[src/rtl/display_scan_ctrl.sv]
`timescale 1ns/1ps
// display_scan_ctrl
//   Time-multiplexed scan controller for a 4-digit seven-segment display.
//   Each digit gets one slot of REFRESH_DIV cycles. The first GUARD_CYCLES
//   cycles of a slot are blanked so the previous digit's segments cannot
//   ghost onto the next anode. The 16-bit digit word is captured once per
//   frame, so a frame always shows one coherent time value. It also handles
//   per-digit blink and leading-zero blanking of the hours-tens digit.
//
//   The handshake-free interface uses level inputs sampled every cycle.
//   disp_en, blink_mask and lz_suppress affect blank one cycle later and
//   never stall or reset the scan.
//
// Ports
//   clk          in   1   system clock, rising edge
//   rst_n        in   1   asynchronous active-low reset
//   digits_in    in   16  BCD digits, [15:12]=hours tens .. [3:0]=minutes units
//   blink_mask   in   4   bit i=1: digit digits_in[4i+3:4i] blinks
//   lz_suppress  in   1   1: blank the hours-tens digit when it is 0
//   disp_en      in   1   0: force the display dark (scan keeps running)
//   sel          out  2   digit select, 0=leftmost .. 3=rightmost
//   bcd_out      out  4   BCD nibble for the selected digit (registered)
//   blank        out  1   1: all anodes off this cycle (registered)
//   frame_start  out  1   pulse in the last cycle of a frame (snapshot edge)
//   blink_phase  out  1   1: blinking digits are currently off
module display_scan_ctrl #(
  parameter int REFRESH_DIV  = 100000,
  parameter int GUARD_CYCLES = 1000,
  parameter int BLINK_DIV    = 125
) (
  input  logic        clk,
  input  logic        rst_n,
  input  logic [15:0] digits_in,
  input  logic [3:0]  blink_mask,
  input  logic        lz_suppress,
  input  logic        disp_en,
  output logic [1:0]  sel,
  output logic [3:0]  bcd_out,
  output logic        blank,
  output logic        frame_start,
  output logic        blink_phase
);

  localparam int PW = $clog2(REFRESH_DIV);
  localparam int FW = (BLINK_DIV > 1) ? $clog2(BLINK_DIV) : 1;
  localparam logic [PW-1:0] PS_LAST = PW'(REFRESH_DIV - 1);
  localparam logic [PW:0]   GUARD_W = (PW + 1)'(GUARD_CYCLES);
  localparam logic [FW-1:0] FC_LAST = FW'(BLINK_DIV - 1);

  typedef enum logic {ST_GUARD, ST_SHOW} state_t;
  // With no guard interval the slot begins directly in SHOW.
  localparam state_t SLOT_START = (GUARD_CYCLES == 0) ? ST_SHOW : ST_GUARD;

  state_t        state, state_nx;
  logic [PW-1:0] presc, presc_nx;
  logic [1:0]    sel_nx;
  logic [15:0]   snap, snap_nx;
  logic [FW-1:0] frame_cnt, frame_cnt_nx;
  logic          phase_nx;
  logic          tc, frame_end;
  logic [3:0]    bcd_nx;
  logic          blank_nx, fs_nx;
  logic [1:0]    mask_idx;

  // State and all registered outputs
  always_ff @(posedge clk or negedge rst_n) begin
    if (!rst_n) begin
      state       <= SLOT_START;
      presc       <= '0;
      sel         <= 2'd0;
      snap        <= 16'h0000;
      frame_cnt   <= '0;
      blink_phase <= 1'b0;
      bcd_out     <= 4'h0;
      blank       <= 1'b1;
      frame_start <= 1'b0;
    end else begin
      state       <= state_nx;
      presc       <= presc_nx;
      sel         <= sel_nx;
      snap        <= snap_nx;
      frame_cnt   <= frame_cnt_nx;
      blink_phase <= phase_nx;
      bcd_out     <= bcd_nx;
      blank       <= blank_nx;
      frame_start <= fs_nx;
    end
  end

  // Next-state: prescaler, slot FSM, digit select, snapshot, blink counter
  always_comb begin
    tc        = (presc == PS_LAST);
    frame_end = tc && (sel == 2'd3);
    presc_nx  = tc ? '0 : presc + 1'b1;
    sel_nx    = tc ? sel + 2'd1 : sel;
    snap_nx   = frame_end ? digits_in : snap;

    state_nx = state;
    case (state)
      ST_GUARD: begin
        if (tc)                              state_nx = SLOT_START;
        else if ({1'b0, presc_nx} == GUARD_W) state_nx = ST_SHOW;
      end
      ST_SHOW: begin
        if (tc) state_nx = SLOT_START;
      end
      default: state_nx = SLOT_START;
    endcase

    frame_cnt_nx = frame_cnt;
    phase_nx     = blink_phase;
    if (frame_end) begin
      if (frame_cnt == FC_LAST) begin
        frame_cnt_nx = '0;
        phase_nx     = ~blink_phase;
      end else begin
        frame_cnt_nx = frame_cnt + 1'b1;
      end
    end
  end

  // Output decode, computed from next-state values so that registered
  // bcd_out/blank/frame_start line up with sel in the same cycle.
  always_comb begin
    mask_idx = ~sel_nx;  // sel 0 (leftmost) maps to blink_mask[3]
    case (sel_nx)
      2'd0:    bcd_nx = snap_nx[15:12];
      2'd1:    bcd_nx = snap_nx[11:8];
      2'd2:    bcd_nx = snap_nx[7:4];
      default: bcd_nx = snap_nx[3:0];
    endcase
    blank_nx = (state_nx == ST_GUARD)
             | ~disp_en
             | (blink_mask[mask_idx] & phase_nx)
             | (lz_suppress & (sel_nx == 2'd0) & (snap_nx[15:12] == 4'h0));
    fs_nx    = (presc_nx == PS_LAST) && (sel_nx == 2'd3);
  end

endmodule
[config.mk]
export PLATFORM = sky130hd
export DESIGN_NAME = display_scan_ctrl
export DESIGN_NICKNAME = d
export VERILOG_FILES = /design/src/rtl/display_scan_ctrl.sv
export SDC_FILE = /design/constraint.sdc
export NUM_CORES = 1
export LEC_CHECK = 0
export CORE_ASPECT_RATIO = 1.1
export CORE_MARGIN = 2
export CORE_UTILIZATION = 55
export CTS_BUF_LIST = sky130_fd_sc_hd__clkbuf_16
export CTS_CLUSTER_SIZE = 24
export DETAILED_ROUTE_END_ITERATION = 12
export GPL_ROUTABILITY_DRIVEN = 0
export GPL_TIMING_DRIVEN = 0
export PLACE_DENSITY_LB_ADDON = 0.15
export SLEW_MARGIN = 20
export SYNTH_ARGS = -nofsm -noshare
export SYNTH_HDL_FRONTEND = slang
export SYNTH_SLANG_ARGS = --single-unit
[constraint.sdc]
create_clock -name clk -period 3.27 [get_ports clk]
set_clock_uncertainty 0.15 [all_clocks]
set_input_delay 0.327 -clock clk [delete_from_list [all_inputs] [get_ports clk]]
set_output_delay 0.327 -clock clk [all_outputs]
set_load 0.005 [all_outputs]
==> results.py, run 1 <==
metrics = {
    "outcome": {
        "status": "finished, final reports clean",
    },
    "yosys": {
        "synth.ff_latch_count": 50,
        "yosysSeqAreaShare_pct": 48.19,
        "synth_nets": 270,
        "synth_enable_flop_cells": 0,
        "synth.avg_cell_area_um2": 10.74,
        "synth_ff_type": "dfrtp_1",
        "synth_warnings": 0,
        "ys_types": 43,
        "syn_area_mm2": 0.002599,
        "netlist_instances": 242,
        "ys_async_sr_fraction_pct": 100.0,
    },
    "floorplanning": {
        "boundaryPins": 33,
        "num_rows": 26,
        "die_h_um": 76.10,
        "die_x_um": 69.54,
        "core_area_mm2": 0.004587,
        "dieArea_mm2": 0.005292,
        "start_util_pct": 56.66,
    },
    "layout": {
        "stdcell_count": 339,
        "area_delta_synth_final_pct": 21.04,
        "nets": 310,
        "insertedDiodeCount": 0,
        "design_area_mm2": 0.003146,
        "drive_above_1_share_pct": 10.25,
    },
    "worst_setup_path": {
        "timing.critical_path.from_type": "flip-flop",
        "path_class": "reg -> reg",
        "r2r_setup_slack_ns": 0.22,
        "reg2reg_depth": 10,
        "crit_required_ns": 3.26,
        "end_kind": "flip-flop",
        "path_max_fanout": 10,
        "critPathArrivalTime_ns": 3.05,
    },
    "cts": {
        "post-cts-setup-buffers": 0,
        "cts-buffers-inserted": 5,
        "cts_buffer_depth": 2,
        "cts_num_sinks": 50,
        "cts_tree": "built",
        "path_clk_slew_ns": 0.06,
        "cts_max_level": 2,
        "root_buffer": "clkbuf_16",
        "insertion_delay_ns": 0.28,
    },
    "routing": {
        "vias": 1888,
        "drtAntennaViolNets": 0,
        "drtPass1Iterations": 4,
        "vias_per_cell": 5.569,
        "totalWireLength_um": 5080,
        "post_drt_wl_per_cell_um": 14.99,
        "drc": 0,
        "drt-initial-drc-count": 63,
    },
    "power_and_ir_drop": {
        "ir_drop_uv": 317.1,
        "p_leak_nw": 1.486,
        "p_per_area_mw_per_mm2": 366.8,
    },
    "global_routing": {
        "grt_pass1_vias": 1891,
        "track_usage_pct": 20.52,
        "antenna_found_initial": 0,
        "grt_pass1_wl_um": 8818,
        "gr-total-overflow": 0,
        "grt_max_degree": 51,
    },
    "sta": {
        "rsz0062_at_grt": "false",
        "hold_viol": 0,
        "fin_crit_sh_pct": 93.40,
        "tightest_slew_ns": 0.6316,
        "max_slew_margin_pct": 57.59,
        "post-route-min-period_ns": 3.054,
        "max_freq_mhz": 327.4,
        "finalSetupViolCount": 0,
        "drv_slew": 0,
    },
    "place": {
        "dp_cells": 330,
        "portBuffers": 32,
        "post-dp-hpwl_um": 3677,
        "place_area_mm2": 0.002987,
    },
    "min_path": {
        "holdPathStages": 1,
        "hp-class": "reg -> reg",
    },
    "job": {
        "maxCapViolations": 0,
    },
}
logic make-up after synthesis:
group | synth area share (%)
buffers and inverters | 4.477
XOR/XNOR | 6.403
multiplexers | 13.53
flip-flops | 48.19
AND/OR/NAND/NOR | 18.01
AO/OA/AOI/OAI | 7.463
adder cells (fa/ha/maj) | 1.926
flip-flops by register name, indices dropped and copies added, names as in the netlist:
| name | cells |
|---|---|
| frame_start | 1 |
| state | 1 |
| frame_cnt | 7 |
| blank | 1 |
| blink_phase | 1 |
| sel | 2 |
| bcd_out | 4 |
| snap | 16 |
| presc | 17 |
placed cells by master (no fill, tap or decap), types with 5 or more instances in the layout:
cell	n
nor4_1	5
mux2_2	5
nor2_1	19
buf_2	5
dfrtp_1	49
o21ai_0	9
or3_1	5
clkdlybuf4s50_1	31
mux2_1	12
a21oi_1	10
nand4_1	9
nor3_1	5
clkbuf_16	5
nand2_1	13
nand3_1	7
xor2_1	5
mux2i_1	15
xnor2_1	14
inv_1	12
cells in the mapped netlist, types with 5 or more instances:
library cell   n  share of area [%]
a21oi_1       10                1.9
buf_2          5               0.96
dfrtp_1       49                 47
inv_1          9                1.3
mux2_1        12                5.2
mux2_2         5                2.2
mux2i_1       16                6.2
nand2_1       13                1.9
nand3_1        7                1.3
nand4_1        9                2.2
nor2_1        19                2.7
nor3_1         5               0.96
nor4_1         5                1.2
o21ai_0        9                1.7
or3_1          5                1.2
xnor2_1       14                4.7
xor2_1         5                1.7
per-layer routing:
layer | up-vias | GRT usage (%) | wire length (µm) | part of all wire [%]
met5 | - | 0 | 0 | 0
li1 | 942 | - | - | -
met4 | 0 | 5.882 | 60 | 1.2
met2 | 34 | 35.29 | 2529 | 50
met1 | 906 | 25.46 | 2237 | 44
met3 | 6 | 5.291 | 251 | 4.9
what timing repair did:
item                                    in CTS  in global routing
endpoints found under the hold margin       49                  0
hold buffers                                 1                  0
pin swaps                                    0                  1
endpoints found under the setup margin       2                  2
gates resized for setup                      1                  1
per-stage QoR:
stage	hold WS, ns	power (mW)	worst slack, ns	util [%]	setup TNS, ns
6_report	0.3358	1.154	0.2159	68.58	0
5_1_grt	0.3506	1.189	0.01057	68.58	0
4_1_cts	0.3395	1.162	0.1149	68.39	0
3_5_place_dp	0.2422	0.6753	-0.05944	65.11	-0.1002
3_3_place_gp	0.3130	0.6754	-0.05984	65.17	-0.1189
2_1_floorplan	-0.1186	0.6339	0.5283	-	0
final cells by class:
cell class | count | area (µm²)
clock inverter | 3 | 11.26
clock buffer | 5 | 125.1
inverter | 9 | 33.78
timing repair buffer | 33 | 327.8
sequential | 50 | 1252
multi-input combinational | 169 | 1242
buffer | 14 | 82.58
tap | 56 | 70.07
fill | 361 | 1441
power by group:
group	switching (mW)	total, mW	internal (mW)
combinational	0.0186	0.0453	0.0267
sequential	0	0.618	0.618
clock	0.214	0.490	0.276
final timing paths:
check                          from      endpoint
max                        presc[1]    bcd_out[1]
min                         snap[6]       snap[6]
max reg2reg                presc[1]    bcd_out[1]
min reg2reg                 snap[6]       snap[6]
max in group asynchronous     rst_n  frame_cnt[0]
min in group asynchronous     rst_n     presc[11]
critical path: stages, from the launching register on:
cell and delay [ns]:
dfrtp_1 0.46, ha_1 0.18, buf_2 0.18, nand4_1 0.34, nor4_4 0.50, and2_1 0.19, buf_4 0.14, buf_6 0.16
mux2_1 0.35, mux2i_1 0.16, mux2i_1 0.09
(Power assumes the default switching activity.)
==> run 2: changes to the inputs <==
--- a/config.mk
+++ b/config.mk
@@ -7,7 +7,7 @@
 export LEC_CHECK = 0
 export CORE_ASPECT_RATIO = 1.1
 export CORE_MARGIN = 2
-export CORE_UTILIZATION = 55
+export CORE_UTILIZATION = 59
 export CTS_BUF_LIST = sky130_fd_sc_hd__clkbuf_16
 export CTS_CLUSTER_SIZE = 24
 export DETAILED_ROUTE_END_ITERATION = 12
==> constraint.sdc (replaced) <==
create_clock -name clk -period 3.88 [get_ports clk]
set_clock_uncertainty 0.15 [all_clocks]
set_input_delay 0.388 -clock clk [delete_from_list [all_inputs] [get_ports clk]]
set_output_delay 0.388 -clock clk [all_outputs]
set_load 0.005 [all_outputs]
==> run 2 against run 1 <==
Register-to-register slack gained 0.37 ns. Sequential cell count is the same. Worst setup slack better by 0.37 ns. Global-route usage increased by 3.6 points. Hold slack got worse by 0.0055 ns. Final area is 0.16% higher. Critical path depth is 2 lower. Clock-buffer cell count unchanged. Utilization rose by 5.5 points. Final cell count shrank 0.59%.
==> results.py, run 2 (same netlist as run 1, synthesis figures left out) <==
metrics = {
    "worst_setup_path": {
        "cpMostUsedCell": "mux2i_1",
        "crit_family": "multiplexers",
        "crit_required_ns": 3.88,
        "path_max_fanout": 9,
        "path_class": "reg -> reg",
        "critPathBufInv": 2,
        "cp_cell_sequence": "ha_1 -> buf_2 -> nand4_1 -> nor4_4 -> mux2i_1 -> inv_1 -> mux2i_1 -> mux2i_1",
        "timing.critical_path.from_type": "flip-flop",
        "critPathArrivalTime_ns": 3.29,
        "crit_path_max_incr_delay_ns": 0.79,
        "end_kind": "flip-flop",
        "cpMaxStageDelayCell": "mux2i_1",
        "r2r_setup_slack_ns": 0.58,
    },
    "power_and_ir_drop": {
        "clkPwrFrac_pct": 43.0,
        "p_per_area_mw_per_mm2": 312.4,
        "p_sw_mw": 0.2025,
        "pwr-share-seq_pct": 52.9,
        "ir_drop_uv": 258.4,
        "comb_power_share_pct": 4.1,
        "p_int_mw": 0.7819,
        "p_leak_nw": 1.485,
        "swShare_pct": 20.57,
    },
    "routing": {
        "drtPass1Iterations": 4,
        "drt-initial-drc-count": 98,
        "drc": 0,
        "post_drt_wl_per_cell_um": 15.11,
        "totalWireLength_um": 5092,
        "vias": 1902,
        "vias_per_cell": 5.644,
        "drtAntennaViolNets": 0,
    },
    "layout": {
        "nets": 311,
        "most-common-layout-cells": "dfrtp_1, clkdlybuf4s50_1, nor2_1",
        "top_register": "presc",
        "area_delta_synth_final_pct": 21.23,
        "multi_input_area_mm2": 0.001230,
        "insertedDiodeCount": 0,
        "mostFrequentLayoutCell": "dfrtp_1",
        "drive_above_1_share_pct": 10.95,
        "reg_top3": "presc x17, snap x16, frame_cnt x7",
        "final.fill_count": 327,
        "layout.area.seq_mm2": 0.001252,
        "post-route-util_pct": 74.06,
        "largest_reg_flops": 17,
    },
    "cts": {
        "cts_buffer_depth": 2,
        "path_clk_slew_ns": 0.06,
        "cts_max_level": 2,
        "insertion_delay_ns": 0.29,
        "cts_tree": "built",
        "post_cts_resize_count": 0,
        "cts_num_sinks": 50,
        "root_buffer": "clkbuf_16",
        "cts-buffers-inserted": 5,
    },
    "floorplanning": {
        "die_h_um": 73.61,
        "core_area_mm2": 0.004254,
        "num_rows": 25,
        "start_util_pct": 61.09,
        "die_x_um": 67.28,
        "dieArea_mm2": 0.004952,
        "boundaryPins": 33,
    },
    "sta": {
        "max_slew_margin_pct": 39.66,
        "drv_slew": 0,
        "post-route-min-period_ns": 3.295,
        "rsz0062_at_grt": "false",
        "tightest_slew_ns": 0.8799,
        "max_freq_mhz": 303.5,
        "fin_crit_sh_pct": 84.93,
        "setup_slack_ns": 0.5849,
        "fin_tns_setup_ns": 0,
        "finalSetupViolCount": 0,
        "hold_viol": 0,
    },
    "place": {
        "post-dp-hpwl_um": 3848,
        "portBuffers": 32,
        "post-place-ws_ns": 0.5790,
    },
    "min_path": {
        "hp-class": "reg -> reg",
    },
    "global_routing": {
        "gr-total-overflow": 0,
        "grt_max_degree": 33,
        "grt_pass1_vias": 1897,
        "track_usage_pct": 24.12,
        "grt_pass1_wl_um": 8935,
        "antenna_found_initial": 0,
    },
    "job": {
        "maxCapViolations": 0,
    },
    "outcome": {
        "status": "finished, final reports clean",
    },
}
## run 2: cell count changes in the layout (fill, tap and decap cells not counted), sizes merged
cell	before	now
inv	12	10
buf	10	11
clkinv	0	1
## run 2: final timing paths
path,from,end,cells after the start
hold / removal,snap[2],snap[2],1
setup / recovery,presc[1],bcd_out[1],8
min in group asynchronous,rst_n,presc[13],2
setup reg to reg,presc[1],bcd_out[1],8
max in group asynchronous,rst_n,frame_cnt[1],3
hold reg to reg,snap[2],snap[2],1
## run 2: power by group through the flow
stage | Sequential (mW) | Combinational [mW] | Clock (mW)
floorplan | 0.531 | 0.00310 | 0
global placement | 0.531 | 0.0380 | 0
detailed placement | 0.531 | 0.0404 | 0
CTS | 0.521 | 0.0413 | 0.437
global route | 0.521 | 0.0449 | 0.454
finish | 0.521 | 0.0402 | 0.423
## run 2: cell type report
class                           instances  share of cell area [%]
Buffer                                 14                   2.621
Clock buffer                            5                   3.971
Clock inverter                          2                  0.4369
Inverter                                9                   1.072
Multi-Input combinational cell        169                   39.04
Sequential cell                        50                   39.75
Tap cell                               54                   2.145
Timing Repair Buffer                   34                   10.96
## run 2: worst reg2reg max path: cells and delay by family, from the launching register on
| family | cells | cell delay [ns] |
|---|---|---|
| muxes | 3 | 1.09 |
| and+or+nand+nor | 2 | 0.87 |
| DFF | 1 | 0.47 |
| buffers and inverters | 2 | 0.40 |
| adders and majority gates | 1 | 0.18 |
## run 2: through the flow
stage	instances	total power [mW]	hold WS, ns	area [µm²]
4_1_cts	337	0.9993	0.3337	3151
2_1_floorplan	242	0.5342	-0.05759	2599
3_5_place_dp	329	0.5714	0.2147	3002
3_3_place_gp	328	0.5690	0.3140	2987
6_report	337	0.9844	0.3303	3151
5_1_grt	337	1.020	0.3426	3151
## run 2: metal layers
layer,wire [µm],track usage [%],part of all wire (%),up-vias
met5,0,0,0,-
met2,2598,39.93,51,35
met3,205,5.972,4.0,6
li1,-,-,-,949
met1,2219,31.11,44,912
met4,68,7.483,1.3,0
## run 2: what timing repair did
item | in CTS | in global routing
hold buffers | 1 | 0
setup buffers | 0 | 0
hold endpoints to repair | 17 | 0
==> run 3: changes to the inputs <==
--- a/config.mk
+++ b/config.mk
@@ -7,7 +7,7 @@
 export LEC_CHECK = 0
 export CORE_ASPECT_RATIO = 1.1
 export CORE_MARGIN = 2
-export CORE_UTILIZATION = 59
+export CORE_UTILIZATION = 55
 export CTS_BUF_LIST = sky130_fd_sc_hd__clkbuf_16
 export CTS_CLUSTER_SIZE = 24
 export DETAILED_ROUTE_END_ITERATION = 12
==> constraint.sdc (replaced) <==
create_clock -name clk -period 3.2 [get_ports clk]
set_clock_uncertainty 0.15 [all_clocks]
set_input_delay 0.32 -clock clk [delete_from_list [all_inputs] [get_ports clk]]
set_output_delay 0.32 -clock clk [all_outputs]
set_load 0.005 [all_outputs]
==> run 3 against run 2 <==
Combinational power up 15%. Final area up 0.32%. Utilization down 5.2 points. Sequential power up 21%. Largest power group unchanged. Routed wire length about the same. Clock-buffer cell count unchanged. Highest routed layer unchanged.
==> results.py, run 3 (same netlist as run 1, synthesis figures left out) <==
metrics = {
    "cts": {
        "cts_max_level": 2,
        "path_clk_slew_ns": 0.06,
        "insertion_delay_ns": 0.28,
        "root_buffer": "clkbuf_16",
        "cts_tree": "built",
        "cts_num_sinks": 50,
        "cts-buffers-inserted": 5,
        "cts_buffer_depth": 2,
    },
    "worst_setup_path": {
        "cp_cell_sequence": "ha_1 -> buf_2 -> nand4_1 -> nor4_4 -> and2_1 -> buf_4 -> buf_6 -> mux2_1 -> mux2i_1 -> mux2i_1",
        "path_class": "reg -> reg",
        "cpMaxStageDelayCell": "dfrtp_1",
        "critPathArrivalTime_ns": 2.93,
        "timing.critical_path.from_type": "flip-flop",
        "crit_required_ns": 3.19,
        "end_kind": "flip-flop",
        "cpMostUsedCell": "mux2i_1",
        "crit_family": "simple AND/OR/NAND/NOR gates",
        "critPathBufInv": 3,
        "path_max_fanout": 10,
        "crit_path_max_incr_delay_ns": 0.46,
    },
    "global_routing": {
        "grt_max_degree": 51,
        "track_usage_pct": 20.52,
        "grt_pass1_vias": 1891,
        "gr-total-overflow": 0,
        "antenna_found_initial": 0,
        "grt_pass1_wl_um": 8818,
    },
    "routing": {
        "drt-initial-drc-count": 58,
        "vias": 1881,
        "drtPass1Iterations": 4,
        "drc": 0,
        "drtAntennaViolNets": 0,
        "totalWireLength_um": 5093,
        "post_drt_wl_per_cell_um": 14.94,
        "vias_per_cell": 5.516,
    },
    "sta": {
        "max_freq_mhz": 339.9,
        "finalSetupViolCount": 0,
        "tightest_slew_ns": 0.6356,
        "post-route-min-period_ns": 2.942,
        "rsz0062_at_grt": "false",
        "drv_slew": 0,
        "fin_tns_setup_ns": 0,
        "max_slew_margin_pct": 57.32,
        "hold_viol": 0,
        "fin_crit_sh_pct": 91.95,
        "holdWs_ns": 0.3358,
    },
    "layout": {
        "post-route-util_pct": 68.90,
        "reg_top3": "presc x17, snap x16, frame_cnt x7",
        "largest_reg_flops": 17,
        "mostFrequentLayoutCell": "dfrtp_1",
        "nets": 312,
        "area_delta_synth_final_pct": 21.62,
        "top_register": "presc",
        "insertedDiodeCount": 0,
        "most-common-layout-cells": "dfrtp_1, clkdlybuf4s50_1, nor2_1",
        "drive_above_1_share_pct": 10.88,
    },
    "power_and_ir_drop": {
        "swShare_pct": 20.11,
        "comb_power_share_pct": 3.9,
        "pwr-share-seq_pct": 53.7,
        "p_sw_mw": 0.2368,
        "clkPwrFrac_pct": 42.4,
        "p_leak_nw": 1.497,
        "p_int_mw": 0.9409,
        "ir_drop_uv": 324.0,
        "p_per_area_mw_per_mm2": 372.6,
    },
    "floorplanning": {
        "die_x_um": 69.54,
        "core_area_mm2": 0.004587,
        "start_util_pct": 56.66,
        "boundaryPins": 33,
        "die_h_um": 76.10,
        "dieArea_mm2": 0.005292,
        "num_rows": 26,
    },
    "place": {
        "post-dp-hpwl_um": 3677,
        "portBuffers": 32,
    },
    "job": {
        "maxCapViolations": 0,
    },
    "min_path": {
        "hp-class": "reg -> reg",
    },
    "outcome": {
        "status": "finished, final reports clean",
    },
}
-- run 3: changes by cell type in the layout (fill, tap and decap cells not counted), sizes merged --
| cell | change |
|---|---|
| clkinv | -1 |
| inv | +2 |
| buf | +1 |
-- run 3: through the flow --
stage	cells	instance area (µm²)	worst slack (ns)	total power, mW
3_3_place_gp	330	2989	-0.1298	0.6902
5_1_grt	341	3161	0.06707	1.215
2_1_floorplan	242	2599	0.4583	0.6478
6_report	341	3161	0.2576	1.178
4_1_cts	339	3137	0.04490	1.187
3_5_place_dp	330	2987	-0.1294	0.6900
-- run 3: path summary, 6_finish.rpt --
check                          from            to  slack, ns  depth (start not counted)
max in group asynchronous     rst_n  frame_cnt[6]       2.03                          2
hold reg to reg             snap[6]       snap[6]       0.34                          1
min in group asynchronous     rst_n     presc[11]       0.45                          2
setup reg to reg           presc[1]    bcd_out[1]       0.26                         10
setup / recovery           presc[1]    bcd_out[1]       0.26                         10
hold / removal              snap[6]       snap[6]       0.34                          1
-- run 3: layout make-up --
| class | instances | area (µm²) |
|---|---|---|
| Timing Repair Buffer | 35 | 342.8 |
| Buffer | 14 | 82.58 |
| Clock buffer | 5 | 125.1 |
| Clock inverter | 3 | 11.26 |
| Fill cell | 358 | 1426 |
| Inverter | 9 | 33.78 |
| Multi-Input combinational cell | 169 | 1242 |
| Sequential cell | 50 | 1252 |
| Tap cell | 56 | 70.07 |
-- run 3: power by group through the flow --
stage | Clock, mW | Sequential (mW) | Combinational [mW]
after floorplan | 0 | 0.644 | 0.00376
after global placement | 0 | 0.644 | 0.0462
after detailed placement | 0 | 0.644 | 0.0462
after CTS | 0.507 | 0.632 | 0.0477
after global routing | 0.531 | 0.631 | 0.0521
final | 0.500 | 0.632 | 0.0461
-- run 3: what timing repair did --
| item | CTS | global route |
|---|---|---|
| setup buffers | 0 | 2 |
| setup endpoints to repair | 3 | 4 |
| hold buffers | 1 | 0 |
| gates resized for setup | 1 | 1 |
| pin swaps | 0 | 1 |
| hold endpoints to repair | 49 | 0 |
-- run 3: layer usage --
| metal | global-route usage, % | up-vias | share of wire, % |
|---|---|---|---|
| met1 | 25.46 | 898 | 44 |
| met3 | 5.291 | 6 | 4.6 |
| met2 | 35.29 | 30 | 50 |
| met5 | 0 | - | 0 |
| met4 | 5.882 | 0 | 1.2 |
| li1 | - | 947 | - |
